### src/rtl/adventure_game_v2_pkg.sv
// Shared types for the adventure game: room encoding, room count and the
// one-hot room decode used by the LED outputs.
package adventure_pkg;

  typedef enum logic [2:0] {
    ROOM_CAVE   = 3'd0,
    ROOM_TUNNEL = 3'd1,
    ROOM_RIVER  = 3'd2,
    ROOM_STASH  = 3'd3,
    ROOM_DEN    = 3'd4,
    ROOM_GRAVE  = 3'd5,
    ROOM_VAULT  = 3'd6
  } room_t;

  localparam int unsigned N_ROOMS = 7;

  // Bit k set when the room code equals k.
  function automatic logic [N_ROOMS-1:0] room_onehot(input room_t r);
    logic [N_ROOMS-1:0] oh;
    oh    = '0;
    oh[r] = 1'b1;
    return oh;
  endfunction

endpackage

### src/rtl/adventure_game_v2_if.sv
// Button/status bundle between the board and the game block. The board side
// (master) drives the direction buttons; the game (slave) drives room LEDs
// and the status display.
interface adventure_game_v2_if #(
  parameter int unsigned MOVE_W = 8
);
  import adventure_pkg::*;

  logic                 n;
  logic                 s;
  logic                 e;
  logic                 w;
  room_t                room;
  logic [N_ROOMS-1:0]   room_oh;
  logic                 sw;
  logic                 v;
  logic                 win;
  logic                 d;
  logic [2:0]           lives_left;
  logic                 game_over;
  logic [MOVE_W-1:0]    moves;
  logic                 timeout;

  modport master (
    output n, s, e, w,
    input  room, room_oh, sw, v, win, d, lives_left, game_over, moves, timeout
  );

  modport slave (
    input  n, s, e, w,
    output room, room_oh, sw, v, win, d, lives_left, game_over, moves, timeout
  );

endinterface

### src/rtl/adventure_game_v2_sword_keeper.sv
// Holds the sword flag and the sticky dragon-vanquished flag. Set wins over
// clear; the game never asks for both in one cycle.
module sword_keeper (
  input  logic clk,
  input  logic reset,
  input  logic set,
  input  logic clear,
  input  logic resolve,
  output logic sw,
  output logic v
);

  logic sw_q, sw_d;
  logic v_q, v_d;

  // Next-value logic for sword and vanquished flags.
  always_comb begin
    sw_d = sw_q;
    v_d  = v_q | resolve;
    if (set) begin
      sw_d = 1'b1;
    end else if (clear) begin
      sw_d = 1'b0;
    end
  end

  // Flag registers with synchronous reset.
  always_ff @(posedge clk) begin
    if (reset) begin
      sw_q <= 1'b0;
      v_q  <= 1'b0;
    end else begin
      sw_q <= sw_d;
      v_q  <= v_d;
    end
  end

  assign sw = sw_q;
  assign v  = v_q;

endmodule

### src/rtl/adventure_game_v2.sv
// Adventure game top: room FSM, lives counter with respawn and move counter.
// Optional move limit compiled in with ADVENTURE_MOVE_LIMIT_EN; without it
// timeout stays 0 and the move count is informational only.
module adventure_game_v2 #(
  parameter int unsigned LIVES     = 3,
  parameter int unsigned MOVE_W    = 8,
  parameter int unsigned MAX_MOVES = 50
) (
  input logic               clk,
  input logic               reset,
  adventure_game_v2_if.slave bus
);
  import adventure_pkg::*;

`ifdef ADVENTURE_MOVE_LIMIT_EN
  localparam bit LIMIT_EN = 1'b1;
`else
  localparam bit LIMIT_EN = 1'b0;
`endif

  localparam logic [MOVE_W-1:0] MOVE_CAP = MOVE_W'(MAX_MOVES);

  room_t             room_q, room_d;
  logic [2:0]        lives_q, lives_d;
  logic              over_q, over_d;
  logic [MOVE_W-1:0] moves_q, moves_d;
  logic              timeout_q, timeout_d;

  logic       sw, v;
  logic       sw_set, sw_clr, dragon_win;
  logic       move_step;
  logic [3:0] dirs;
  logic       dir_valid;
  logic       terminal;

  assign dirs      = {bus.n, bus.s, bus.e, bus.w};
  assign dir_valid = (dirs != 4'b0000) && ((dirs & (dirs - 4'd1)) == 4'b0000);
  assign terminal  = (room_q == ROOM_VAULT) || ((room_q == ROOM_GRAVE) && over_q);

  // Room transitions, lives/respawn, move counting and move-limit override.
  always_comb begin
    room_d     = room_q;
    lives_d    = lives_q;
    over_d     = over_q;
    moves_d    = moves_q;
    timeout_d  = timeout_q;
    sw_set     = 1'b0;
    sw_clr     = 1'b0;
    dragon_win = 1'b0;
    move_step  = 1'b0;

    case (room_q)
      ROOM_CAVE: begin
        if (dir_valid && bus.e) begin
          room_d    = ROOM_TUNNEL;
          move_step = 1'b1;
        end
      end
      ROOM_TUNNEL: begin
        if (dir_valid && bus.s) begin
          room_d    = ROOM_RIVER;
          move_step = 1'b1;
        end else if (dir_valid && bus.w) begin
          room_d = ROOM_CAVE;
        end
      end
      ROOM_RIVER: begin
        if (dir_valid && bus.n) begin
          room_d    = ROOM_TUNNEL;
          move_step = 1'b1;
        end else if (dir_valid && bus.w) begin
          room_d    = ROOM_STASH;
          move_step = 1'b1;
          sw_set    = 1'b1;
        end else if (dir_valid && bus.e) begin
          room_d    = ROOM_DEN;
          move_step = 1'b1;
        end
      end
      ROOM_STASH: begin
        if (dir_valid && bus.e) begin
          room_d    = ROOM_RIVER;
          move_step = 1'b1;
        end
      end
      ROOM_DEN: begin
        if (sw) begin
          room_d     = ROOM_VAULT;
          dragon_win = 1'b1;
        end else begin
          room_d = ROOM_GRAVE;
        end
      end
      ROOM_GRAVE: begin
        if (!over_q) begin
          if (lives_q > 3'd1) begin
            lives_d = lives_q - 3'd1;
            sw_clr  = 1'b1;
            room_d  = ROOM_CAVE;
          end else begin
            lives_d = '0;
            over_d  = 1'b1;
          end
        end
      end
      ROOM_VAULT: begin
        over_d = 1'b1;
      end
      default: begin
        room_d = ROOM_CAVE;
      end
    endcase

    if (move_step && (moves_q != '1)) begin
      moves_d = moves_q + 1'b1;
    end

    // Limit hit overrides everything decided above for this cycle.
    if (LIMIT_EN && (moves_q == MOVE_CAP) && !terminal) begin
      room_d     = ROOM_GRAVE;
      lives_d    = '0;
      over_d     = 1'b1;
      timeout_d  = 1'b1;
      moves_d    = moves_q;
      sw_set     = 1'b0;
      sw_clr     = 1'b0;
      dragon_win = 1'b0;
    end
  end

  // Game state registers with synchronous reset.
  always_ff @(posedge clk) begin
    if (reset) begin
      room_q    <= ROOM_CAVE;
      lives_q   <= 3'(LIVES);
      over_q    <= 1'b0;
      moves_q   <= '0;
      timeout_q <= 1'b0;
    end else begin
      room_q    <= room_d;
      lives_q   <= lives_d;
      over_q    <= over_d;
      moves_q   <= moves_d;
      timeout_q <= timeout_d;
    end
  end

  sword_keeper u_sword_keeper (
    .clk     (clk),
    .reset   (reset),
    .set     (sw_set),
    .clear   (sw_clr),
    .resolve (dragon_win),
    .sw      (sw),
    .v       (v)
  );

  assign bus.room       = room_q;
  assign bus.room_oh    = room_onehot(room_q);
  assign bus.sw         = sw;
  assign bus.v          = v;
  assign bus.win        = (room_q == ROOM_VAULT);
  assign bus.d          = (room_q == ROOM_GRAVE);
  assign bus.lives_left = lives_q;
  assign bus.game_over  = over_q;
  assign bus.moves      = moves_q;
  assign bus.timeout    = timeout_q;

endmodule

### src/flat_wrapper.sv
// flat-port wrapper written by rule: the top's interface ports become plain ports
module adventure_game_v2_flat import adventure_pkg::*;
#(
  parameter int unsigned LIVES     = 3,
  parameter int unsigned MOVE_W    = 8,
  parameter int unsigned MAX_MOVES = 50
)
  (clk, reset, bus_n, bus_s, bus_e, bus_w, bus_room, bus_room_oh, bus_sw, bus_v, bus_win, bus_d, bus_lives_left, bus_game_over, bus_moves, bus_timeout);
  adventure_game_v2_if #(.MOVE_W(MOVE_W)) bus_i ();
  input logic clk;
  input logic reset;
  input wire logic [$bits(bus_i.n)-1:0] bus_n;
  input wire logic [$bits(bus_i.s)-1:0] bus_s;
  input wire logic [$bits(bus_i.e)-1:0] bus_e;
  input wire logic [$bits(bus_i.w)-1:0] bus_w;
  output wire logic [$bits(bus_i.room)-1:0] bus_room;
  output wire logic [$bits(bus_i.room_oh)-1:0] bus_room_oh;
  output wire logic [$bits(bus_i.sw)-1:0] bus_sw;
  output wire logic [$bits(bus_i.v)-1:0] bus_v;
  output wire logic [$bits(bus_i.win)-1:0] bus_win;
  output wire logic [$bits(bus_i.d)-1:0] bus_d;
  output wire logic [$bits(bus_i.lives_left)-1:0] bus_lives_left;
  output wire logic [$bits(bus_i.game_over)-1:0] bus_game_over;
  output wire logic [$bits(bus_i.moves)-1:0] bus_moves;
  output wire logic [$bits(bus_i.timeout)-1:0] bus_timeout;
  assign bus_i.n = bus_n;
  assign bus_i.s = bus_s;
  assign bus_i.e = bus_e;
  assign bus_i.w = bus_w;
  assign bus_room = bus_i.room;
  assign bus_room_oh = bus_i.room_oh;
  assign bus_sw = bus_i.sw;
  assign bus_v = bus_i.v;
  assign bus_win = bus_i.win;
  assign bus_d = bus_i.d;
  assign bus_lives_left = bus_i.lives_left;
  assign bus_game_over = bus_i.game_over;
  assign bus_moves = bus_i.moves;
  assign bus_timeout = bus_i.timeout;
  adventure_game_v2 #(.LIVES(LIVES), .MOVE_W(MOVE_W), .MAX_MOVES(MAX_MOVES)) u_core (.clk(clk), .reset(reset), .bus(bus_i));
endmodule
### config.mk
export PLATFORM = sky130hd
export DESIGN_NAME = adventure_game_v2_flat
export DESIGN_NICKNAME = d
export VERILOG_FILES = /design/src/rtl/adventure_game_v2_pkg.sv /design/src/rtl/adventure_game_v2_if.sv /design/src/rtl/adventure_game_v2_sword_keeper.sv /design/src/rtl/adventure_game_v2.sv /design/src/flat_wrapper.sv
export SDC_FILE = /design/constraint.sdc
export NUM_CORES = 1
export LEC_CHECK = 0
export BUFFER_PORTS_ARGS = -buffer_cell sky130_fd_sc_hd__buf_2
export CELL_PAD_IN_SITES_DETAIL_PLACEMENT = 1
export CELL_PAD_IN_SITES_GLOBAL_PLACEMENT = 1
export CORE_UTILIZATION = 38
export CTS_BUF_LIST = sky130_fd_sc_hd__clkbuf_2
export CTS_CLUSTER_SIZE = 10
export DETAILED_ROUTE_END_ITERATION = 10
export PLACE_DENSITY_LB_ADDON = 0.1
export SETUP_SLACK_MARGIN = 0.2
export SLEW_MARGIN = 5
export SYNTH_ARGS = -nofsm -noshare
export SYNTH_HDL_FRONTEND = slang
export SYNTH_SLANG_ARGS = --single-unit
### constraint.sdc
create_clock -name clk -period 2.9 [get_ports clk]
set_input_delay 0.29 -clock clk [delete_from_list [all_inputs] [get_ports clk]]
set_output_delay 0.29 -clock clk [all_outputs]
set_load 0.02 [all_outputs]
==> flow_metrics.env, run 1 <==
export IMPL_status="finished, violations left"
export IMPL_violations="design-rule violations"
export IMPL_final_setup_viol_count=0
export IMPL_vias=1152
export IMPL_place_area_mm2=0.00130
export IMPL_worstReg2RegEnd="u_core.bus.moves[7]"
export IMPL_antenna_found_initial=0
export IMPL_drv_slew=0
export IMPL_max_slew_margin_rel_pct=58.2
export IMPL_area_growth_pct=14.3
export IMPL_drc=4
export IMPL_fin_skew_ns=0.00957
export IMPL_cp_buffers_inverters=0
export IMPL_r2r_start="u_core.bus.room[1]"
export IMPL_cts_tree="yes"
export IMPL_vias_per_cell=5.59
export IMPL_hp_class="in -> reg"
export IMPL_crit_family="simple AND/OR/NAND/NOR gates"
export IMPL_vdd_drop_max_mv=0.161
export IMPL_powerDensity_mw_per_mm2=316
export IMPL_htreeDepth=1
export IMPL_dpl_hpwl_um=2200
export IMPL_worstSetupStartpointType="register"
export IMPL_synth_area_leaders="dfxtp_1, nor2_1, nand2_1"
export IMPL_pin_count=33
export IMPL_clockBufferDepth=2
export IMPL_critPathArrivalTime_ns=2.57
export IMPL_yosysWarningCount=0
export IMPL_grt_pass1_wl_um=4930
export IMPL_avgSynthCellArea_um2=7.70
export IMPL_clk_pin_slew_worst_paths_ns=0.18
export IMPL_critPathKind="reg -> reg"
export IMPL_netlist_instances=150
export IMPL_utilization_pct=46.7
export IMPL_layout_common_cells="buf_2, nor2_1, dfxtp_1"
export IMPL_root_buffer="clkbuf_2"
export IMPL_gr_usage_all_layers_pct=19.3
export IMPL_worstMarginPinSlew_ns=0.626
export IMPL_synth_distinct_cells=45
export IMPL_drive_above_1_share_pct=23.4
export IMPL_synthArstFlopShare_pct=0
export IMPL_hold_start="reset"
export IMPL_hold_end="u_core.u_sword_keeper.v"
export IMPL_ys_seq_area_share_pct=29.5
export IMPL_grt_setup_unrepaired="no"
export IMPL_routedWlPerCell_um=14.2
export IMPL_mappedNetlistNets=159
export IMPL_core_area_mm2=0.00283
export IMPL_grt_max_degree=22
export IMPL_yosysTopAreaCell="dfxtp_1"
export IMPL_wl_um=2930
export IMPL_die_area_mm2=0.00326
export IMPL_cts_resized=0
export IMPL_hold_slack_ns=0.363
export IMPL_antennaDiodeCount=0
export IMPL_place_congestion=0.786
export IMPL_dominantRegCellSynth="dfxtp_1"
export IMPL_drtAntennaViolNets=0
export IMPL_finalSetupTns_ns=0
export IMPL_crit_chain="nand2b_4, o41a_1, or4_4, or4_1, a21oi_1"
export IMPL_synth_top_area_share_pct=29.5
export IMPL_clock_fmax_mhz=429
export IMPL_ys_ff_latch=17
export IMPL_cap_violations=0
export IMPL_cts_buffers=3
export IMPL_holdBufCountCts=0
export IMPL_power_leakage_nw=0.577
export IMPL_grt_remaining_overflow=0
export IMPL_post_route_period_util_pct=80.5
export IMPL_num_rows=19
export IMPL_clock_sinks=17
export IMPL_cp_slowest_cell="dfxtp_1"
export IMPL_cp_max_fo=11
export IMPL_start_util_pct=40.8
export IMPL_reg2regPathDepth=5
export IMPL_final_nets=185
export IMPL_holdPathStages=2
export IMPL_final_area_mm2=0.00132
export IMPL_synth_area_mm2=0.00115
export IMPL_die_w_um=57.1
export IMPL_drtIter0Drc=45
export IMPL_fin_crit_ns=2.33
export IMPL_post_cts_setup_buffers=0
export IMPL_r2r_setup_slack_ns=0.57
export IMPL_worstSetupEndpointType="register"
export IMPL_final_common_cell="buf_2"
export IMPL_grt_pass1_vias=1092
export IMPL_cp_slowest_stage_delay_ns=0.59
export IMPL_synth_edff_count=0
export IMPL_dr_pass1_iters=7
export IMPL_die_h_um=57.1
export IMPL_worstSkewPairLatency_ns=0.30
export IMPL_io_buffer_count=31
export IMPL_hold_viol=0
export IMPL_required_ns=3.13
[report_power, final]
| part | switching (mW) | internal (mW) | leakage, nW |
|---|---|---|---|
| clock network | 0.0771 | 0.0366 | 0.0166 |
| logic | 0.0399 | 0.0231 | 0.423 |
| registers | 0.00446 | 0.236 | 0.137 |
| total | 0.122 | 0.296 | 0.577 |
[cells by family after synthesis]
| kind of cell | after synthesis | synth area share (%) |
|---|---|---|
| and+or+nand+nor | 72 | 34.9 |
| AOI/OAI and AO/OA | 32 | 18.7 |
| DFF | 17 | 29.5 |
| buffers and inverters | 17 | 6.50 |
| muxes | 5 | 4.55 |
| adders and majority gates | 3 | 3.25 |
| xor gates and xnor gates | 3 | 2.28 |
| other | 1 | 0.325 |
[metrics by stage]
step	setup WS, ns	std cells	power (mW)
4_1_cts	0.565	206	0.427
3_5_place_dp	0.619	202	0.308
3_3_place_gp	0.724	202	0.306
6_report	0.567	206	0.417
5_1_grt	0.412	206	0.440
2_1_floorplan	0.689	150	0.294
[synthesized netlist by cell type (all sizes together) (4+ instances only)]
cell type / instances
or4: 4
nand3: 4
nor2: 22
a21oi: 8
nand2: 11
o21ai: 5
dfxtp: 17
nand2b: 4
o31ai: 4
nor4b: 4
nor2b: 5
inv: 7
or3: 4
clkbuf: 7
[layout make-up]
class	instances	area, um2
Clock buffer	4	20.0
Fill cell	381	1510
Inverter	7	26.3
Multi-Input combinational cell	116	739
Sequential cell	17	340
Tap cell	31	38.8
Timing Repair Buffer	31	155
[routing by layer]
layer / vias to the layer above / wire length [um] / track usage (%)
li1: 587 / - / -
met1: 549 / 1500 / 25.3
met2: 14 / 1340 / 32.3
met3: 2 / 68 / 2.72
met4: 0 / 21 / 7.32
met5: - / 0 / 0
[how the worst max path moves through the flow]
stage	from	end	slack, ns	cells past startpoint
after floorplan	u_core.bus.room[1]	u_core.bus.moves[7]	0.69	6
after global placement	u_core.bus.room[1]	u_core.bus.moves[7]	0.72	5
after detailed placement	u_core.bus.room[1]	u_core.bus.moves[7]	0.62	5
after CTS	u_core.bus.room[1]	u_core.bus.moves[7]	0.56	5
after global routing	u_core.bus.room[1]	u_core.bus.moves[7]	0.41	5
final	u_core.bus.room[1]	u_core.bus.moves[7]	0.57	5
[state kept, by name, summed over array words and instances, names as in the netlist]
signal / cells
u_core.bus.moves: 8
u_core.u_sword_keeper.sw: 1
u_core.bus.lives_left: 3
u_core.bus.room: 3
u_core.bus.game_over: 1
u_core.u_sword_keeper.v: 1
Power figures use the tool's default switching activity.
==> run 2, diff against run 1 <==
Clock period 2.9 ns to 2.2 ns, I/O delays scaled along.
==> run 2 against run 1 <==
Against the previous run: the flow still finishes with violations (design-rule violations); utilization increased by 1.8 points; sequential cell count unchanged; critical path type unchanged; highest routed layer unchanged; design area increased by 3.8%; first-iteration DRC count increased by 22%; clock-buffer cell count decreased by 1.
==> flow_metrics.env, run 2 (synthesis gave the netlist of run 1 again) <==
export IMPL_holdBufCountCts=0
export IMPL_vdd_drop_max_mv=0.293
export IMPL_htreeDepth=1
export IMPL_max_slew_margin_rel_pct=63.3
export IMPL_worstMarginPinSlew_ns=0.548
export IMPL_fin_skew_ns=0.0270
export IMPL_vias=1165
export IMPL_hold_viol=0
export IMPL_layout_common_cells="buf_2, nor2_1, dfxtp_1"
export IMPL_fin_crit_ns=1.96
export IMPL_grt_remaining_overflow=0
export IMPL_drtIter0Drc=55
export IMPL_die_w_um=57.1
export IMPL_drive_above_1_share_pct=27.4
export IMPL_grt_pass1_vias=1087
export IMPL_final_common_cell="buf_2"
export IMPL_power_leakage_nw=0.603
export IMPL_gr_usage_all_layers_pct=19.2
export IMPL_largest_reg_flops=8
export IMPL_routedWlPerCell_um=13.6
export IMPL_place_ws_ns=0.163
export IMPL_crit_chain="nand2b_4, o41a_1, or4_4, or4_1, a21oi_1"
export IMPL_required_ns=2.46
export IMPL_post_route_period_util_pct=89.0
export IMPL_utilization_pct=48.4
export IMPL_violations="design-rule violations"
export IMPL_hp_class="in -> reg"
export IMPL_die_h_um=57.1
export IMPL_place_congestion=0.807
export IMPL_finalPower_mw=0.557
export IMPL_fin_ws_ns=0.242
export IMPL_drv_slew=0
export IMPL_core_area_mm2=0.00283
export IMPL_finalSetupTns_ns=0
export IMPL_num_rows=19
export IMPL_clk_pin_slew_worst_paths_ns=0.20
export IMPL_die_area_mm2=0.00326
export IMPL_drtAntennaViolNets=0
export IMPL_worstSetupEndpointType="register"
export IMPL_antennaDiodeCount=0
export IMPL_start_util_pct=40.8
export IMPL_r2r_setup_slack_ns=0.24
export IMPL_root_buffer="clkbuf_2"
export IMPL_dr_pass1_iters=7
export IMPL_clock_fmax_mhz=511
export IMPL_cts_tree="yes"
export IMPL_area_growth_pct=18.6
export IMPL_grt_setup_unrepaired="yes"
export IMPL_dpl_hpwl_um=2220
export IMPL_grt_max_degree=22
export IMPL_cap_violations=0
export IMPL_critPathArrivalTime_ns=2.22
export IMPL_grt_pass1_wl_um=4940
export IMPL_clockBufferDepth=2
export IMPL_antenna_found_initial=0
export IMPL_status="finished, violations left"
export IMPL_final_area_mm2=0.00137
export IMPL_wl_um=2860
export IMPL_final_nets=189
export IMPL_worstSetupStartpointType="register"
export IMPL_cp_buffers_inverters=0
export IMPL_crit_family="simple AND/OR/NAND/NOR gates"
export IMPL_cp_slowest_stage_delay_ns=0.53
export IMPL_cp_slowest_cell="or4_4"
export IMPL_pin_count=33
export IMPL_place_area_mm2=0.00133
export IMPL_clock_sinks=17
export IMPL_cp_max_fo=6
export IMPL_io_buffer_count=31
export IMPL_worstSkewPairLatency_ns=0.31
export IMPL_drc=6
export IMPL_vias_per_cell=5.55
export IMPL_cts_buffers=3
export IMPL_critPathKind="reg -> reg"
export IMPL_powerDensity_mw_per_mm2=406
export IMPL_final_setup_viol_count=0
[run 2: cell types whose count changed in the layout (fill, tap and decap cells not counted), sizes merged]
cell / change
clkbuf: -1
buf: +4
inv: +1
[run 2: area by class of cell]
type / count / area [um2]
clock inverters: 1 / 6.26
inverters: 7 / 26.3
repair buffers: 35 / 185
clock buffers: 3 / 15.0
well taps: 31 / 38.8
flip-flops and latches: 17 / 345
multi-input cells: 116 / 753
fillers: 375 / 1460
[run 2: repair_timing]
action	4_1_cts	5_1_grt
buffers inserted	1	0
endpoints found under the setup margin	3	5
pin swaps	2	1
gates resized for setup	0	2
endpoints found under the hold margin	0	0
[run 2: routing by layer]
layer | global-route usage, % | vias to the layer above | part of all wire, % | wire [um]
met5 | 0 | - | 0 | 0
met4 | 4.18 | 0 | 0.66 | 19
met3 | 2.72 | 4 | 3.0 | 85
met2 | 30.3 | 19 | 45 | 1300
met1 | 27.8 | 546 | 51 | 1460
li1 | - | 596 | - | -
[run 2: final timing paths]
| check | startpoint | to | cells past startpoint |
|---|---|---|---|
| setup / recovery | u_core.bus.room[0] | u_core.bus.moves[7] | 5 |
| hold / removal | reset | u_core.u_sword_keeper.v | 2 |
| setup reg to reg | u_core.bus.room[0] | u_core.bus.moves[7] | 5 |
| hold reg to reg | u_core.bus.lives_left[2] | u_core.bus.lives_left[2] | 2 |
[run 2: report_power, final]
group	total (mW)	internal, mW	switching, mW
logic	0.0916	0.0344	0.0573
registers	0.314	0.311	0.00286
clock network	0.151	0.0439	0.107
total	0.557	0.389	0.168
[run 2: per-stage QoR]
stage          std cells  hold slack, ns
5_1_grt              210           0.256
3_3_place_gp         205           0.450
4_1_cts              210           0.254
6_report             210           0.270
3_5_place_dp         205           0.465
2_1_floorplan        150           0.437
